<file path="config.mk">
export PLATFORM = sky130hd
export DESIGN_NAME = fmap_capture_flat
export DESIGN_NICKNAME = d
export VERILOG_FILES = /design/src/rtl/fmap_pkg.sv /design/src/rtl/fmap_capture_if.sv /design/src/rtl/fmap_stats.sv /design/src/rtl/fmap_capture.sv /design/src/flat_wrapper.sv
export SDC_FILE = /design/constraint.sdc
export NUM_CORES = 1
export LEC_CHECK = 0
export CORE_MARGIN = 4
export CORE_UTILIZATION = 52
export CTS_CLUSTER_DIAMETER = 30
export DETAILED_ROUTE_END_ITERATION = 8
export PLACE_DENSITY_LB_ADDON = 0.12
export SLEW_MARGIN = 0
export SYNTH_ARGS = -nofsm -noshare
export SYNTH_HDL_FRONTEND = slang
export SYNTH_SLANG_ARGS = --single-unit
export TNS_END_PERCENT = 20
</file>
<file path="constraint.sdc">
create_clock -name clk -period 4.6 [get_ports clk]
set_clock_uncertainty 0.15 [all_clocks]
set_input_delay 0.46 -clock clk [delete_from_list [all_inputs] [get_ports clk]]
set_output_delay 0.46 -clock clk [all_outputs]
set_load 0.1 [all_outputs]
</file>
<file path="src/rtl/fmap_pkg.sv">
// Shared definitions for the feature-map capture path and the display tiler:
// map count, fixed BRAM layout (base address and pixel count per map id)
// and the capture FSM state encoding.
package fmap_pkg;

    localparam int NM     = 22;
    localparam int ADDR_W = 16;
    localparam int IDX_W  = 10;
    localparam int ID_W   = 5;

    typedef enum logic [1:0] {
        IDLE    = 2'd0,
        CAPTURE = 2'd1,
        DRAIN   = 2'd2
    } capture_state_t;

    // Base BRAM address of a map; ids outside the table return 0.
    function automatic logic [ADDR_W-1:0] map_base(input logic [ID_W-1:0] id);
        logic [ADDR_W-1:0] off;
        off = '0;
        if (id == 5'd0) begin
            return 16'h0000;
        end else if (id <= 5'd16) begin
            off = ADDR_W'(id) - 16'd1;
            return 16'h0320 + off * 16'h0240;
        end else if (id <= 5'd20) begin
            off = ADDR_W'(id) - 16'd17;
            return 16'h2720 + off * 16'h0040;
        end else if (id == 5'd21) begin
            return 16'h2820;
        end
        return 16'h0000;
    endfunction

    // Pixel count (w*h) of a map; ids outside the table return 0.
    function automatic logic [IDX_W-1:0] map_len(input logic [ID_W-1:0] id);
        if (id == 5'd0)       return 10'd784;
        else if (id <= 5'd16) return 10'd576;
        else if (id <= 5'd20) return 10'd64;
        else if (id == 5'd21) return 10'd10;
        return 10'd0;
    endfunction

endpackage

</file>
<file path="src/rtl/fmap_capture_if.sv">
// Pixel stream from the CNN into the capture block: AXI-stream style beat
// with start-of-map (tuser), end-of-map (tlast) and the map id.
interface fmap_capture_if;
    import fmap_pkg::*;

    logic [7:0]      s_tdata;
    logic            s_tvalid;
    logic            s_tready;
    logic            s_tuser;
    logic            s_tlast;
    logic [ID_W-1:0] s_map_id;

    modport master (
        output s_tdata, s_tvalid, s_tuser, s_tlast, s_map_id,
        input  s_tready
    );

    modport slave (
        input  s_tdata, s_tvalid, s_tuser, s_tlast, s_map_id,
        output s_tready
    );
endinterface

</file>
<file path="src/rtl/fmap_stats.sv">
// Per-map min/max register file. An entry is re-seeded by the first pixel
// of a map and then tracks every later pixel written to that map.
// Readback is combinational; unwritten entries read FF/00.
module fmap_stats
    import fmap_pkg::*;
#(
    parameter int NM = 22
) (
    input  logic            clk,
    input  logic            rst,
    input  logic            wr_en_i,
    input  logic            wr_first_i,
    input  logic [ID_W-1:0] wr_id_i,
    input  logic [7:0]      wr_data_i,
    input  logic [ID_W-1:0] rd_sel_i,
    output logic [7:0]      rd_min_o,
    output logic [7:0]      rd_max_o
);

    logic [7:0] min_q [NM];
    logic [7:0] max_q [NM];

    // Seed on the first pixel of a map, then fold in each further pixel.
    always_ff @(posedge clk) begin
        if (rst) begin
            for (int i = 0; i < NM; i++) begin
                min_q[i] <= 8'hFF;
                max_q[i] <= 8'h00;
            end
        end else if (wr_en_i && (wr_id_i < ID_W'(NM))) begin
            if (wr_first_i) begin
                min_q[wr_id_i] <= wr_data_i;
                max_q[wr_id_i] <= wr_data_i;
            end else begin
                if (wr_data_i < min_q[wr_id_i]) min_q[wr_id_i] <= wr_data_i;
                if (wr_data_i > max_q[wr_id_i]) max_q[wr_id_i] <= wr_data_i;
            end
        end
    end

    // Readback of the selected entry; out-of-range selects read as empty.
    always_comb begin
        rd_min_o = 8'hFF;
        rd_max_o = 8'h00;
        if (rd_sel_i < ID_W'(NM)) begin
            rd_min_o = min_q[rd_sel_i];
            rd_max_o = max_q[rd_sel_i];
        end
    end

endmodule

</file>
<file path="src/rtl/fmap_capture.sv">
// Feature-map capture: writes the CNN pixel stream into the display BRAM at
// base(map) + idx, checks framing, pulses map_done / err_len / err_sync and
// stalls while the display side holds freeze.
// Optional build macro FMAP_STATS_EN adds the per-map min/max register file;
// without it stat_min/stat_max read constant 00/FF.
module fmap_capture
    import fmap_pkg::*;
#(
    parameter int NM     = 22,
    parameter int ADDR_W = 16,
    parameter int IDX_W  = 10
) (
    input  logic              clk,
    input  logic              rst,
    fmap_capture_if.slave     s,
    input  logic              freeze,
    output logic              bram_we,
    output logic [ADDR_W-1:0] bram_addr,
    output logic [7:0]        bram_wdata,
    output logic              map_done,
    output logic [ID_W-1:0]   done_id,
    output logic              err_len,
    output logic              err_sync,
    input  logic [ID_W-1:0]   stat_sel,
    output logic [7:0]        stat_min,
    output logic [7:0]        stat_max
);

    capture_state_t    state_q;
    logic [IDX_W-1:0]  idx_q;
    logic [IDX_W-1:0]  len_q;
    logic [ADDR_W-1:0] base_q;
    logic [ID_W-1:0]   cur_id_q;
    logic              we_q;
    logic [ADDR_W-1:0] addr_q;
    logic [7:0]        wdata_q;
    logic              done_q;
    logic [ID_W-1:0]   done_id_q;
    logic              err_len_q;
    logic              err_sync_q;
`ifdef FMAP_STATS_EN
    logic              first_q;
`endif

    logic              acc;
    logic              id_ok;
    logic [ADDR_W-1:0] start_base;
    logic [IDX_W-1:0]  start_len;

    // Freeze is the only back-pressure source; it stalls in every state.
    assign s.s_tready = !freeze;
    assign acc        = s.s_tvalid & !freeze;
    assign id_ok      = s.s_map_id < ID_W'(NM);
    assign start_base = ADDR_W'(map_base(s.s_map_id));
    assign start_len  = IDX_W'(map_len(s.s_map_id));

    // Capture FSM with registered BRAM write port and status pulses.
    always_ff @(posedge clk) begin
        if (rst) begin
            state_q    <= IDLE;
            idx_q      <= '0;
            len_q      <= '0;
            base_q     <= '0;
            cur_id_q   <= '0;
            we_q       <= 1'b0;
            addr_q     <= '0;
            wdata_q    <= '0;
            done_q     <= 1'b0;
            done_id_q  <= '0;
            err_len_q  <= 1'b0;
            err_sync_q <= 1'b0;
`ifdef FMAP_STATS_EN
            first_q    <= 1'b0;
`endif
        end else begin
            we_q       <= 1'b0;
            done_q     <= 1'b0;
            err_len_q  <= 1'b0;
            err_sync_q <= 1'b0;
`ifdef FMAP_STATS_EN
            first_q    <= 1'b0;
`endif
            if (acc) begin
                if (s.s_tuser) begin
                    // A start beat abandons any map still in progress.
                    if (state_q == CAPTURE) err_len_q <= 1'b1;
                    if (id_ok) begin
                        cur_id_q <= s.s_map_id;
                        base_q   <= start_base;
                        len_q    <= start_len;
                        idx_q    <= IDX_W'(1);
                        we_q     <= 1'b1;
                        addr_q   <= start_base;
                        wdata_q  <= s.s_tdata;
`ifdef FMAP_STATS_EN
                        first_q  <= 1'b1;
`endif
                        if (start_len == IDX_W'(1)) begin
                            if (s.s_tlast) begin
                                done_q    <= 1'b1;
                                done_id_q <= s.s_map_id;
                                state_q   <= IDLE;
                            end else begin
                                err_len_q <= 1'b1;
                                state_q   <= DRAIN;
                            end
                        end else if (s.s_tlast) begin
                            err_len_q <= 1'b1;
                            state_q   <= IDLE;
                        end else begin
                            state_q <= CAPTURE;
                        end
                    end else begin
                        // Unknown map: swallow it up to its tlast.
                        err_sync_q <= 1'b1;
                        state_q    <= s.s_tlast ? IDLE : DRAIN;
                    end
                end else begin
                    case (state_q)
                        IDLE: begin
                            err_sync_q <= 1'b1;
                        end
                        CAPTURE: begin
                            we_q    <= 1'b1;
                            addr_q  <= base_q + ADDR_W'(idx_q);
                            wdata_q <= s.s_tdata;
                            idx_q   <= idx_q + IDX_W'(1);
                            if (idx_q == len_q - IDX_W'(1)) begin
                                if (s.s_tlast) begin
                                    done_q    <= 1'b1;
                                    done_id_q <= cur_id_q;
                                    state_q   <= IDLE;
                                end else begin
                                    err_len_q <= 1'b1;
                                    state_q   <= DRAIN;
                                end
                            end else if (s.s_tlast) begin
                                err_len_q <= 1'b1;
                                state_q   <= IDLE;
                            end
                        end
                        DRAIN: begin
                            if (s.s_tlast) state_q <= IDLE;
                        end
                        default: begin
                            state_q <= IDLE;
                        end
                    endcase
                end
            end
        end
    end

    assign bram_we    = we_q;
    assign bram_addr  = addr_q;
    assign bram_wdata = wdata_q;
    assign map_done   = done_q;
    assign done_id    = done_id_q;
    assign err_len    = err_len_q;
    assign err_sync   = err_sync_q;

`ifdef FMAP_STATS_EN
    fmap_stats #(.NM(NM)) u_stats (
        .clk        (clk),
        .rst        (rst),
        .wr_en_i    (we_q),
        .wr_first_i (first_q),
        .wr_id_i    (cur_id_q),
        .wr_data_i  (wdata_q),
        .rd_sel_i   (stat_sel),
        .rd_min_o   (stat_min),
        .rd_max_o   (stat_max)
    );
`else
    logic unused_stat_sel;
    assign unused_stat_sel = ^stat_sel;
    assign stat_min        = 8'h00;
    assign stat_max        = 8'hFF;
`endif

endmodule
</file>
<file path="src/flat_wrapper.sv">
// flat-port wrapper written by rule: the top's interface ports become plain ports
module fmap_capture_flat import fmap_pkg::*;
#(
    parameter int NM     = 22,
    parameter int ADDR_W = 16,
    parameter int IDX_W  = 10
)
  (clk, rst, freeze, bram_we, bram_addr, bram_wdata, map_done, done_id, err_len, err_sync, stat_sel, stat_min, stat_max, s_s_tdata, s_s_tvalid, s_s_tuser, s_s_tlast, s_s_map_id, s_s_tready);
  fmap_capture_if s_i ();
  input  logic clk;
  input  logic rst;
  input  logic freeze;
  output logic bram_we;
  output logic [ADDR_W-1:0] bram_addr;
  output logic [7:0] bram_wdata;
  output logic map_done;
  output logic [ID_W-1:0] done_id;
  output logic err_len;
  output logic err_sync;
  input  logic [ID_W-1:0] stat_sel;
  output logic [7:0] stat_min;
  output logic [7:0] stat_max;
  input wire logic [$bits(s_i.s_tdata)-1:0] s_s_tdata;
  input wire logic [$bits(s_i.s_tvalid)-1:0] s_s_tvalid;
  input wire logic [$bits(s_i.s_tuser)-1:0] s_s_tuser;
  input wire logic [$bits(s_i.s_tlast)-1:0] s_s_tlast;
  input wire logic [$bits(s_i.s_map_id)-1:0] s_s_map_id;
  output wire logic [$bits(s_i.s_tready)-1:0] s_s_tready;
  assign s_i.s_tdata = s_s_tdata;
  assign s_i.s_tvalid = s_s_tvalid;
  assign s_i.s_tuser = s_s_tuser;
  assign s_i.s_tlast = s_s_tlast;
  assign s_i.s_map_id = s_s_map_id;
  assign s_s_tready = s_i.s_tready;
  fmap_capture #(.NM(NM), .ADDR_W(ADDR_W), .IDX_W(IDX_W)) u_core (.clk(clk), .rst(rst), .s(s_i), .freeze(freeze), .bram_we(bram_we), .bram_addr(bram_addr), .bram_wdata(bram_wdata), .map_done(map_done), .done_id(done_id), .err_len(err_len), .err_sync(err_sync), .stat_sel(stat_sel), .stat_min(stat_min), .stat_max(stat_max));
endmodule
</file>
# Word level (Yosys, flattened, before mapping)
# Index checks and enable logic that the tools add are counted.
[word_totals]
regBits = 76
inputBits = 24
output_inout_bits = 50
word_cells = 101
[op_classes]
n_addsub = 7
n_mul = 1
n_lt_le_gt_ge = 3
eq_ne = 8
muxes = 58
n_bitwise = 2
n_reduce_logical = 10
[ops]
columns = ["cell", "count"]
rows = [
  ["16-bit two-way mux", 8],
  ["10-bit two-way mux", 8],
  ["5-bit two-way mux", 7],
  ["1-bit two-way mux", 25],
  ["8-bit two-way mux", 3],
  ["10-bit by 16-bit adder with 16-bit output, first input constant", 1],
  ["14-bit by 16-bit adder with 16-bit output, first input constant", 1],
  ["16-bit by 10-bit adder with 16-bit output", 1],
  ["16-bit by 4-bit multiplier with 10-bit output, second input constant", 1],
  ["2-bit two-way mux", 6],
  ["10-bit by 1-bit adder with 10-bit output, second input constant", 1],
  ["10-bit by 1-bit equality test with 1-bit output, second input constant", 1],
  ["10-bit equality test", 1],
  ["5-bit <= comparator, second input constant", 2],
  ["10-bit by 1-bit subtractor with 10-bit output, second input constant", 1],
  ["2-bit case mux with 3 select lines", 1],
  ["3-bit AND reduction", 2],
  ["6-bit AND reduction", 1],
  ["5-bit by 1-bit subtractor with 6-bit output, second input constant", 1],
  ["5-bit by 5-bit subtractor with 6-bit output, second input constant", 1],
  ["5-bit equality test, second input constant", 1],
  ["5-bit zero test", 1],
  ["5-bit < comparator, second input constant", 1],
  ["2-bit by 1-bit != test with 1-bit output, second input constant", 2],
  ["10 further kinds", 11],
]

# Depth between registers and ports, before layout
# Gate-level depths: netlist of run 1.
[depth]
depth_word = 10
ltp_mapped = 13
mapped_depth_nobuf = 13

# Worst setup path after synthesis of run 1
# Ideal clock, no wire load.
[synth_timing]
path_kind = "input to register"
startpoint = "input s_s_map_id[1]"
endpoint = "register u_core.addr_q[15], in the netlist u_core.bram_addr[15]"
setup_ns = 0.058
arrival_time_ns = 3.213
path_slack_ns = 1.179
path_stages = 13
path_buffers = 0
path_cell_list = "inv_1 > ha_1 > nor3b_1 > xnor2_1 > ha_1 > ha_1 > fa_1 > xor2_1 > o2111ai_1 > nor3_1 > a22oi_1 > nor4b_1 > o21a_1"
[synth_via]
elab_chain_len = 8
word_cells_on_any_way = 22
classes_between = "4 x add/sub; 1 x mul; 3 x order compare; 2 x eq/ne; 10 x mux; 2 x reduce/logical"
[synth_lines]
columns = ["element", "line_no", "text"]
rows = [
  ["start, declared", "flat_wrapper.sv:27", "input wire logic [$bits(s_i.s_map_id)-1:0] s_s_map_id;"],
  ["5-bit by 1-bit subtractor with 6-bit output, or another cell as far along", "fmap_pkg.sv:24", "off = ADDR_W'(id) - 16'd1;"],
  ["16-bit by 4-bit multiplier with 10-bit output, or another cell as far along", "fmap_pkg.sv:25", "return 16'h0320 + off * 16'h0240;"],
  ["10-bit by 16-bit adder with 16-bit output, or another cell as far along", "fmap_pkg.sv:25", ""],
  ["16-bit two-way mux or 1-bit two-way mux (tied branches)", "fmap_pkg.sv:23", "end else if (id <= 5'd16) begin"],
  ["16-bit two-way mux or 1-bit two-way mux (tied branches)", "fmap_pkg.sv:21", "if (id == 5'd0) begin"],
  ["16-bit two-way mux", "fmap_pkg.sv:32", "return 16'h0000;"],
  ["16-bit two-way mux", "fmap_capture.sv:87", "if (id_ok) begin"],
  ["16-bit two-way mux", "fmap_capture.sv:84", "if (s.s_tuser) begin"],
  ["end signal, assigned", "fmap_capture.sv:93", "addr_q <= start_base;"],
  ["end signal, assigned", "fmap_capture.sv:125", "addr_q <= base_q + ADDR_W'(idx_q);"],
  ["end, declared", "fmap_capture.sv:35", "logic [ADDR_W-1:0] addr_q;"],
]
# Several ways; a longest one is shown, not always the timed one. The select of a mux whose other input is x is not followed.
# A chain may end at the register's enable or synchronous reset.

# Worst setup path in the final report of run 1
# Ends and elaborated chain as after synthesis.

==> results.json, run 1 <==
{
  "core_area_um2": 6910,
  "max_cap_viols": 0,
  "synth_seq_area_share_pct": 34.5,
  "final-setup-viol-count": 0,
  "grt_overflow": 0,
  "timing.critical_path.fanout_max": 5,
  "cts_max_level": 3,
  "worst-r2r-cell-count": 8,
  "post-cts-setup-buffer-count": 0,
  "post_cts.resized_instances": 0,
  "preCtsSetupSlack_ps": 306,
  "vdd.ir_drop.worst_v": 0.000172,
  "cp_capture_point": "u_core.bram_addr[15]",
  "inserted_clock_buffers": 9,
  "reg2reg_slack_ps": 1940,
  "route.detailed.drc": 0,
  "synth.top_cell.area_share_pct": 34.5,
  "powerDensity_nw_per_um2": 302,
  "synth-main-ff-cell": "sky130_fd_sc_hd__dfxtp_1",
  "sequential_cell_area_um2": 1300,
  "total_leakage_power_uw": 0.00180,
  "rsz0062_at_grt": "false",
  "wl_per_cell_um": 15.2,
  "fmax_mhz": 254,
  "finalSetupTns_ps": 0,
  "die_w_um": 93.1,
  "post_synth_instance_area_um2": 3770,
  "post_route_cells_drive_above_1_share_pct": 6.63,
  "post-route-min-period_ps": 3940,
  "fp-row-count": 30,
  "max-clock-path-buffers": 2,
  "clk_latency_worst_skew_pair_ps": 350,
  "critical-path-top-cell-by-count": "sky130_fd_sc_hd__ha_1",
  "antenna_violating_nets_post_route": 0,
  "async_flop_share_pct": 0,
  "timing.rr.end": "u_core.done_id[3]",
  "n_fill_cell": 625,
  "multi_input_comb_area_um2": 2250,
  "vias_per_cell": 5.56,
  "synth_enable_flop_cells": 0,
  "critical_path_arrival_ps": 4080,
  "synthDistinctLibCells": 57,
  "cp-startpoint": "s_s_map_id[1]",
  "floorplan.die_area_um2": 8680,
  "ys_top_cells_by_area": "sky130_fd_sc_hd__dfxtp_1 35%, sky130_fd_sc_hd__ha_1 8.6%, sky130_fd_sc_hd__nand2_1 6.2%",
  "hold_buffers": 0,
  "finalHoldViolations": 0,
  "timing.hold.ws_ps": 305,
  "yosys_warnings": 0,
  "clk_pin_slew_ps": 80,
  "routed_wl_um": 9260,
  "gr-usage-all-layers_pct": 22.6,
  "die_height_um": 93.1,
  "tritoncts": "built",
  "vias": 3388,
  "drt_first_iter_violations": 222,
  "syn_area_per_cell_um2": 8.23,
  "timing.setup.critical_path_class": "in -> reg",
  "ys_ff_latch": 65,
  "report.final.slew_viol_count": 0,
  "slowest_delay_ps": 530,
  "finalCritPeriodShare_pct": 85.6,
  "insertedDiodeCount": 0,
  "num-nets-final": 560,
  "worst_ep_required_time_ps": 4750,
  "worstHoldPathType": "reg -> reg",
  "first_global_vias": 3231,
  "critical_path.endpoint_type": "flop",
  "grt_max_degree": 30,
  "clock_sink_count": 65,
  "tightest_slew_ps": 986,
  "postLayoutSetupSlackWorst_ps": 662,
  "setup.worst_path.start_class": "primary input",
  "syn_to_final_growth_pct": 20.0,
  "r2r-start": "u_core.len_q[3]",
  "netlist.top_cell.by_area": "sky130_fd_sc_hd__dfxtp_1",
  "worst_slew_margin_rel_pct": 34.1,
  "initial_util_pct": 54.6,
  "grt_antenna_before_repair": 0,
  "clk_root_buffer_cell": "sky130_fd_sc_hd__clkbuf_8",
  "numPortBuffers": 52,
  "crit_chain": "clkdlybuf4s50_1 -> inv_1 -> ha_1 -> nor3b_1 -> xnor2_1 -> ha_1 -> ha_1 -> fa_1 -> xor2_1 -> o2111ai_1 -> nor3_1 -> a22oi_1 -> nor4b_1 -> o21a_1",
  "slowest_stage": "sky130_fd_sc_hd__clkdlybuf4s50_1",
  "detailedPlacementHpwl_um": 6810,
  "io_pins": 74,
  "first_pass_grt_wire_length_um": 15500,
  "synthesis.instances": 458,
  "status": "completed",
  "detail_route.first_pass.iterations": 6,
  "place_congestion": 0.840
}
cells by family after synthesis:
group                    share of synthesized area, %
buffers and inverters                            7.24
XOR/XNOR                                         6.27
multiplexers                                     1.59
adder cells (fa/ha/maj)                          9.69
AND/OR/NAND/NOR                                  22.2
other                                           0.199
AO/OA/AOI/OAI                                    18.3
flip-flops                                       34.5
final cells by class:
class,count,share of cell area (%)
repair buffers,59,12.7
multi-input cells,352,49.7
clock inverters,6,1.47
well taps,96,2.65
inverters,21,1.74
flip-flops and latches,65,28.8
clock buffers,10,3.04
worst min path at each step:
stage | start | endpoint | slack, ps | cells after the start
finish | u_core.cur_id_q[1] | u_core.cur_id_q[1] | 300 | 2
global route | u_core.base_q[15] | u_core.base_q[15] | 320 | 2
CTS | u_core.base_q[15] | u_core.base_q[15] | 300 | 2
detailed placement | u_core.cur_id_q[1] | u_core.cur_id_q[1] | 290 | 2
global placement | u_core.cur_id_q[4] | u_core.cur_id_q[4] | 280 | 2
floorplan | u_core.cur_id_q[1] | u_core.cur_id_q[1] | 270 | 2
cells in the mapped netlist, drive strengths merged (3+ instances only):
master   n
o22ai    3
clkbuf  14
dfxtp   65
nor3    14
xor2    12
a31oi    5
nor2b    6
buf     20
inv     20
xnor2   15
and3     6
a21o     6
nand3   22
mux2i    6
a22oi    3
o21ai   18
a211oi  11
nand2   63
o21bai   3
ha      26
nor3b    3
nand4    6
a21oi   36
o21a     3
nor2    36
cells in the final DEF (no fill, tap or decap), types with 7 or more instances in the layout:
cell and instances:
sky130_fd_sc_hd__xnor2_1 15, sky130_fd_sc_hd__o21ai_0 18, sky130_fd_sc_hd__dfxtp_1 65, sky130_fd_sc_hd__inv_1 20
sky130_fd_sc_hd__xor2_1 12, sky130_fd_sc_hd__clkdlybuf4s50_1 52, sky130_fd_sc_hd__clkbuf_8 10, sky130_fd_sc_hd__a21oi_1 36
sky130_fd_sc_hd__a211oi_1 11, sky130_fd_sc_hd__nor3_1 10, sky130_fd_sc_hd__conb_1 16, sky130_fd_sc_hd__ha_1 26
sky130_fd_sc_hd__nor2_1 36, sky130_fd_sc_hd__nand3_1 22, sky130_fd_sc_hd__buf_4 7, sky130_fd_sc_hd__nand2_1 62
per-stage QoR:
stage / instances / cell area, um^2 / power, uW / util (%)
6_report: 609 / 4530 / 1370 / 65.5
2_1_floorplan: 472 / 3820 / 819 / -
5_1_grt: 609 / 4530 / 1420 / 65.5
4_1_cts: 609 / 4530 / 1370 / 65.5
3_3_place_gp: 593 / 4320 / 868 / 62.6
3_5_place_dp: 593 / 4320 / 873 / 62.6
critical path, delay by kind of cell:
| kind | cells | cell delay (ps) |
|---|---|---|
| AOI/OAI and AO/OA | 3 | 520 |
| buffers and inverters | 2 | 640 |
| and+or+nand+nor | 3 | 730 |
| adders and majority gates | 4 | 1150 |
| xor gates and xnor gates | 2 | 590 |
state kept, by name, summed over array words and instances (netlist names), 2 cells and up:
signal / flops
u_core.base_q: 11
u_core.bram_addr: 16
u_core.bram_wdata: 8
u_core.cur_id_q: 5
u_core.done_id: 5
u_core.idx_q: 10
u_core.len_q: 4
u_core.state_q: 2
where the power goes:
group / internal (uW) / switching [uW]
registers: 572 / 6.47
logic: 79.2 / 203
clock network: 267 / 241
total: 918 / 450
layer usage:
layer  vias up  share of wire (%)  track usage [%]
li1       1683                  -                -
met1      1597                 46             29.6
met2        94                 48             37.6
met3        14                5.2             3.86
met4         0                1.4             7.81
met5         -                  0                0
No activity file was read; power rests on OpenSTA's default activity.
==> run 2, diff against run 1 <==
--- a/config.mk
+++ b/config.mk
@@ -6,7 +6,8 @@
 export NUM_CORES = 1
 export LEC_CHECK = 0
 export CORE_MARGIN = 4
-export CORE_UTILIZATION = 52
+export CORE_UTILIZATION = 54
+export CTS_BUF_LIST = sky130_fd_sc_hd__clkbuf_4
 export CTS_CLUSTER_DIAMETER = 30
 export DETAILED_ROUTE_END_ITERATION = 8
 export PLACE_DENSITY_LB_ADDON = 0.12
==> run 2 against run 1 <==
Against the previous run:
- clock-buffer cell count stayed put
- critical path depth unchanged
- critical path type unchanged
- sequential power about the same
- via count fell by 0.86%
- largest cell class unchanged
- wire length is 3.5% lower
==> results.json, run 2 (synthesis gave the netlist of run 1 again) <==
{
  "worstSetupPathDepth": 14,
  "timing.setup.critical_path_class": "in -> reg",
  "detailedPlacementHpwl_um": 6580,
  "finalHoldViolations": 0,
  "place_congestion": 0.857,
  "gr-usage-all-layers_pct": 22.2,
  "vias": 3359,
  "grt_max_degree": 43,
  "timing.rr.end": "u_core.idx_q[9]",
  "clk_root_buffer_cell": "sky130_fd_sc_hd__clkbuf_4",
  "critical_path_arrival_ps": 4010,
  "post_cts.resized_instances": 0,
  "vdd.ir_drop.worst_v": 0.000165,
  "clk_latency_worst_skew_pair_ps": 420,
  "timing.hold.ws_ps": 313,
  "critical-path-top-cell-by-count": "sky130_fd_sc_hd__ha_1",
  "num-nets-final": 561,
  "post_route_cells_drive_above_1_share_pct": 6.81,
  "mostFrequentLayoutCell": "sky130_fd_sc_hd__dfxtp_1",
  "syn_to_final_growth_pct": 19.9,
  "critical_path_buf_inv_count": 2,
  "detail_route.first_pass.iterations": 4,
  "mostFrequentLayoutCells": "65 x sky130_fd_sc_hd__dfxtp_1, 62 x sky130_fd_sc_hd__nand2_1, 52 x sky130_fd_sc_hd__clkdlybuf4s50_1",
  "critical_path.endpoint_type": "flop",
  "routed_wl_um": 8940,
  "post-cts-setup-buffer-count": 0,
  "post-route-min-period_ps": 3810,
  "drt_first_iter_violations": 143,
  "timing.critical_path.max_delay_family": "adder cells",
  "setup.worst_path.start_class": "primary input",
  "r2r-start": "u_core.state_q[1]",
  "slowest_delay_ps": 460,
  "postLayoutSetupSlackWorst_ps": 790,
  "floorplan.die_area_um2": 8380,
  "timing.critical_path.fanout_max": 5,
  "grt_antenna_before_repair": 0,
  "worst-r2r-cell-count": 9,
  "stdcell_count": 610,
  "final-setup-viol-count": 0,
  "vias_per_cell": 5.51,
  "slowest_stage": "sky130_fd_sc_hd__clkdlybuf4s50_1",
  "io_pins": 74,
  "core_area_um2": 6790,
  "largest_register_ffs": 16,
  "die_height_um": 91.6,
  "hold_buffers": 0,
  "clock_sink_count": 65,
  "powerDensity_nw_per_um2": 302,
  "cp_capture_point": "u_core.bram_addr[15]",
  "route.detailed.drc": 0,
  "report.final.slew_viol_count": 0,
  "reg2reg_slack_ps": 1840,
  "inserted_clock_buffers": 9,
  "first_pass_grt_wire_length_um": 15100,
  "finalCritPeriodShare_pct": 82.8,
  "cp-startpoint": "s_s_map_id[1]",
  "cts_max_level": 3,
  "worstHoldPathType": "reg -> reg",
  "worst_slew_margin_rel_pct": 26.2,
  "numPortBuffers": 52,
  "fp-row-count": 30,
  "wl_per_cell_um": 14.6,
  "status": "completed",
  "place_inst": 594,
  "first_global_vias": 3175,
  "initial_util_pct": 55.5,
  "antenna_violating_nets_post_route": 0,
  "die_w_um": 91.6,
  "holdCritStartpoint": "u_core.bram_addr[1]",
  "total_leakage_power_uw": 0.00180,
  "grt_overflow": 0,
  "insertedDiodeCount": 0,
  "fmax_mhz": 262,
  "crit_chain": "clkdlybuf4s50_1 -> inv_1 -> ha_1 -> nor3b_1 -> xnor2_1 -> ha_1 -> ha_1 -> fa_1 -> xor2_1 -> o2111ai_1 -> nor3_1 -> a22oi_1 -> nor4b_1 -> o21a_1",
  "finalPower_uw": 1370,
  "tritoncts": "built",
  "worst_ep_required_time_ps": 4800,
  "tightest_slew_ps": 1110,
  "max-clock-path-buffers": 2,
  "finalSetupTns_ps": 0,
  "clk_pin_slew_ps": 120,
  "preCtsSetupSlack_ps": 375,
  "rsz0062_at_grt": "false",
  "max_cap_viols": 0
}
## run 2: cell types whose count changed in the layout (fill, tap and decap cells not counted), sizes merged
cell and change:
clkinv -3, clkinvlp +1, bufinv +2, buf +1
## run 2: worst min-delay path by stage
stage	endpoint	slack, ps	cells after the start
after global routing	u_core.bram_wdata[7]	330	2
after floorplan	u_core.cur_id_q[1]	270	2
after detailed placement	u_core.cur_id_q[3]	300	2
after CTS	u_core.base_q[15]	320	2
after global placement	u_core.cur_id_q[4]	280	2
final	u_core.bram_addr[1]	310	2
## run 2: report_power, final
group          internal, uW  leakage [uW]  total [uW]  switching, uW
clock network           284     0.0000972         506            222
logic                  80.1       0.00118         283            203
registers               572      0.000525         578           6.27
total                   936       0.00180        1370            431
## run 2: routing by layer
metal / routed length [um] / track usage [%] / vias up / share of wire, %
li1: - / - / 1684 / -
met1: 4320 / 30.1 / 1576 / 48
met2: 4120 / 35.5 / 84 / 46
met3: 334 / 3.31 / 15 / 3.7
met4: 152 / 8.04 / 0 / 1.7
met5: 0 / 0 / - / 0
## run 2: worst register-to-register path, cell delays in order (launching register included)
cell and delay (ps):
sky130_fd_sc_hd__dfxtp_1 390, sky130_fd_sc_hd__inv_1 80, sky130_fd_sc_hd__ha_1 250, sky130_fd_sc_hd__nor2_1 300
sky130_fd_sc_hd__a311o_1 690, sky130_fd_sc_hd__buf_4 340, sky130_fd_sc_hd__nor3_2 90, sky130_fd_sc_hd__and3_1 180
sky130_fd_sc_hd__xnor2_1 140, sky130_fd_sc_hd__nor2_1 60
## run 2: metrics by stage
stage / utilization (%) / cell area (um^2)
6_report: 66.5 / 4520
5_1_grt: 66.5 / 4520
4_1_cts: 66.5 / 4520
3_5_place_dp: 63.7 / 4330
3_3_place_gp: 63.7 / 4330
2_1_floorplan: - / 3820
## run 2: final cells by class
class	count	area, um^2
clock buffer	10	75.1
fill	576	2270
timing repair buffer	60	581
multi-input combinational	352	2250
tap	96	120
sequential	65	1300
clock inverter	6	115
inverter	21	78.8
==> run 3, diff against run 2 <==
==> constraint.sdc (replaced) <==
create_clock -name clk -period 3.6 [get_ports clk]
set_clock_uncertainty 0.15 [all_clocks]
set_input_delay 0.36 -clock clk [delete_from_list [all_inputs] [get_ports clk]]
set_output_delay 0.36 -clock clk [all_outputs]
set_load 0.1 [all_outputs]
==> run 3 against run 2 <==
Against the previous run:
- combinational power rose by 43%
- non-clock buffer count is 21 higher
- cell area grew 2.8%
- register-to-register slack got worse by 780 ps
- clock-buffer cell count decreased by 1
- setup slack worse by 640 ps
- first-iteration DRC count rose by 36%
- critical path type unchanged
- critical endpoint is now u_core.bram_addr[14]
- largest cell class unchanged
==> results.json, run 3 (synthesis gave the netlist of run 1 again) <==
{
  "status": "completed",
  "fp-row-count": 30,
  "antenna_violating_nets_post_route": 0,
  "clk_root_buffer_cell": "sky130_fd_sc_hd__clkbuf_4",
  "fmax_mhz": 290,
  "route.detailed.drc": 0,
  "max_cap_viols": 0,
  "critical-path-top-cell-by-count": "sky130_fd_sc_hd__ha_1",
  "slowest_stage": "sky130_fd_sc_hd__clkdlybuf4s50_1",
  "logic_gate_share_of_total_power_pct": 25.2,
  "routed_wl_um": 9160,
  "critical_path_buf_inv_count": 4,
  "worst_ep_required_time_ps": 3790,
  "drt_first_iter_violations": 195,
  "detailedPlacementHpwl_um": 6810,
  "power.share.sequential_pct": 45.9,
  "total_leakage_power_uw": 0.00188,
  "critical_path.endpoint_type": "flop",
  "gr-usage-all-layers_pct": 22.4,
  "timing.setup.critical_path_class": "in -> reg",
  "mostFrequentLayoutCell": "sky130_fd_sc_hd__dfxtp_1",
  "tritoncts": "built",
  "p_switching_uw": 541,
  "holdPathStages": 2,
  "r2r-start": "u_core.idx_q[5]",
  "max-clock-path-buffers": 2,
  "first_pass_grt_wire_length_um": 15400,
  "numPortBuffers": 52,
  "min_delay_worst_endpoint": "u_core.bram_wdata[0]",
  "wl_per_cell_um": 14.5,
  "io_pins": 74,
  "timing.critical_path.max_delay_family": "adder cells",
  "die_height_um": 91.6,
  "die_w_um": 91.6,
  "insertedDiodeCount": 0,
  "hold_buffers": 0,
  "sw_frac_of_total_pct": 33.6,
  "timing.rr.end": "u_core.bram_addr[15]",
  "num-nets-final": 582,
  "grt_antenna_before_repair": 0,
  "vias_per_cell": 5.39,
  "post-route-min-period_ps": 3450,
  "crit_chain": "clkdlybuf4s50_1 -> inv_1 -> ha_1 -> nor3b_2 -> xnor2_1 -> ha_1 -> ha_1 -> fa_2 -> xor2_2 -> buf_4 -> buf_4 -> nor4bb_1 -> xor2_1 -> nand3_1 -> o211ai_1",
  "critical_path_arrival_ps": 3640,
  "worst_slew_margin_rel_pct": 33.6,
  "reg2reg_slack_ps": 1060,
  "n_fill_cell": 566,
  "worstHoldPathType": "reg -> reg",
  "timing.hold.ws_ps": 311,
  "grt_overflow": 0,
  "worst-r2r-cell-count": 9,
  "holdCritStartpoint": "u_core.bram_wdata[0]",
  "finalHoldViolations": 0,
  "largest_register_ffs": 16,
  "grt_max_degree": 24,
  "vias": 3404,
  "detail_route.first_pass.iterations": 4,
  "core_area_um2": 6790,
  "post_route_cells_drive_above_1_share_pct": 11.4,
  "cts_max_level": 3,
  "tightest_slew_ps": 993,
  "report.final.slew_viol_count": 0,
  "final-setup-viol-count": 0,
  "first_global_vias": 3350,
  "clk_latency_worst_skew_pair_ps": 420,
  "initial_util_pct": 55.5,
  "instance_area_after_placement_um2": 4470,
  "clock_sink_count": 65,
  "vdd.ir_drop.worst_v": 0.000250,
  "cellInternalPower_uw": 1070,
  "place_congestion": 0.847,
  "inserted_clock_buffers": 9,
  "syn_to_final_growth_pct": 23.2,
  "postLayoutCellArea_um2": 4640,
  "floorplan.die_area_um2": 8380,
  "powerDensity_nw_per_um2": 347,
  "clkPwrFrac_pct": 28.9,
  "timing.critical_path.fanout_max": 2,
  "slowest_delay_ps": 500,
  "finalCritPeriodShare_pct": 95.8,
  "clk_pin_slew_ps": 90,
  "setup.worst_path.start_class": "primary input",
  "mostFrequentLayoutCells": "65 x sky130_fd_sc_hd__dfxtp_1, 62 x sky130_fd_sc_hd__nand2_1, 51 x sky130_fd_sc_hd__clkdlybuf4s50_1"
}
==> run 3: worst max-delay path by stage <==
| stage | startpoint | end | cells past startpoint |
|---|---|---|---|
| floorplan | s_s_map_id[1] | u_core.bram_addr[15] | 13 |
| global placement | s_s_map_id[0] | u_core.bram_addr[15] | 14 |
| detailed placement | s_s_map_id[1] | u_core.bram_addr[15] | 14 |
| CTS | s_s_map_id[1] | u_core.bram_addr[15] | 14 |
| global route | s_s_map_id[1] | u_core.bram_addr[15] | 14 |
| finish | s_s_map_id[1] | u_core.bram_addr[14] | 15 |
==> run 3: worst register-to-register path: stages (launching register included) <==
cell	delay (ps)
sky130_fd_sc_hd__dfxtp_1	460
sky130_fd_sc_hd__ha_1	240
sky130_fd_sc_hd__inv_1	70
sky130_fd_sc_hd__fa_1	440
sky130_fd_sc_hd__nor2b_1	230
sky130_fd_sc_hd__o2111ai_1	190
sky130_fd_sc_hd__a21oi_1	210
sky130_fd_sc_hd__xor2_1	100
sky130_fd_sc_hd__a22o_1	210
sky130_fd_sc_hd__o21a_1	160
==> run 3: power by group through the flow <==
stage / clock (uW) / sequential [uW] / combinational [uW]
after floorplan: 0 / 807 / 239
after global placement: 0 / 755 / 382
after detailed placement: 0 / 755 / 388
after CTS: 474 / 739 / 390
after global routing: 502 / 741 / 434
final: 465 / 739 / 406
==> run 3: layout make-up <==
type | count | area [um^2] | area share [%]
sequential | 65 | 1300 | 28.0
timing repair buffer | 81 | 736 | 15.8
inverter | 21 | 78.8 | 1.70
tap | 96 | 120 | 2.59
multi-input combinational | 352 | 2280 | 49.1
clock inverter | 7 | 61.3 | 1.32
clock buffer | 9 | 67.6 | 1.45
==> run 3: layer usage <==
layer | GRT usage [%] | part of all wire, % | wire [um]
met5 | 0 | 0 | 0
met4 | 7.16 | 1.9 | 170
met3 | 5.47 | 5.2 | 480
met2 | 36.0 | 48 | 4370
met1 | 29.5 | 45 | 4140
==> run 3: what timing repair did <==
action                                  CTS  global route
buffers inserted                          0             2
resized for setup                         0             6
endpoints found under the setup margin    0             2
==> run 3: metrics by stage <==
| step | instances | util, % | power, uW | setup slack (ps) | TNS, ps |
|---|---|---|---|---|---|
| after floorplan | 472 | - | 1050 | 279 | 0 |
| after global placement | 613 | 65.8 | 1140 | -131 | -201 |
| after detailed placement | 613 | 65.8 | 1140 | -242 | -561 |
| after CTS | 629 | 67.7 | 1600 | 182 | 0 |
| after global routing | 631 | 68.4 | 1680 | -52.8 | -52.8 |
| final | 631 | 68.4 | 1610 | 152 | 0 |
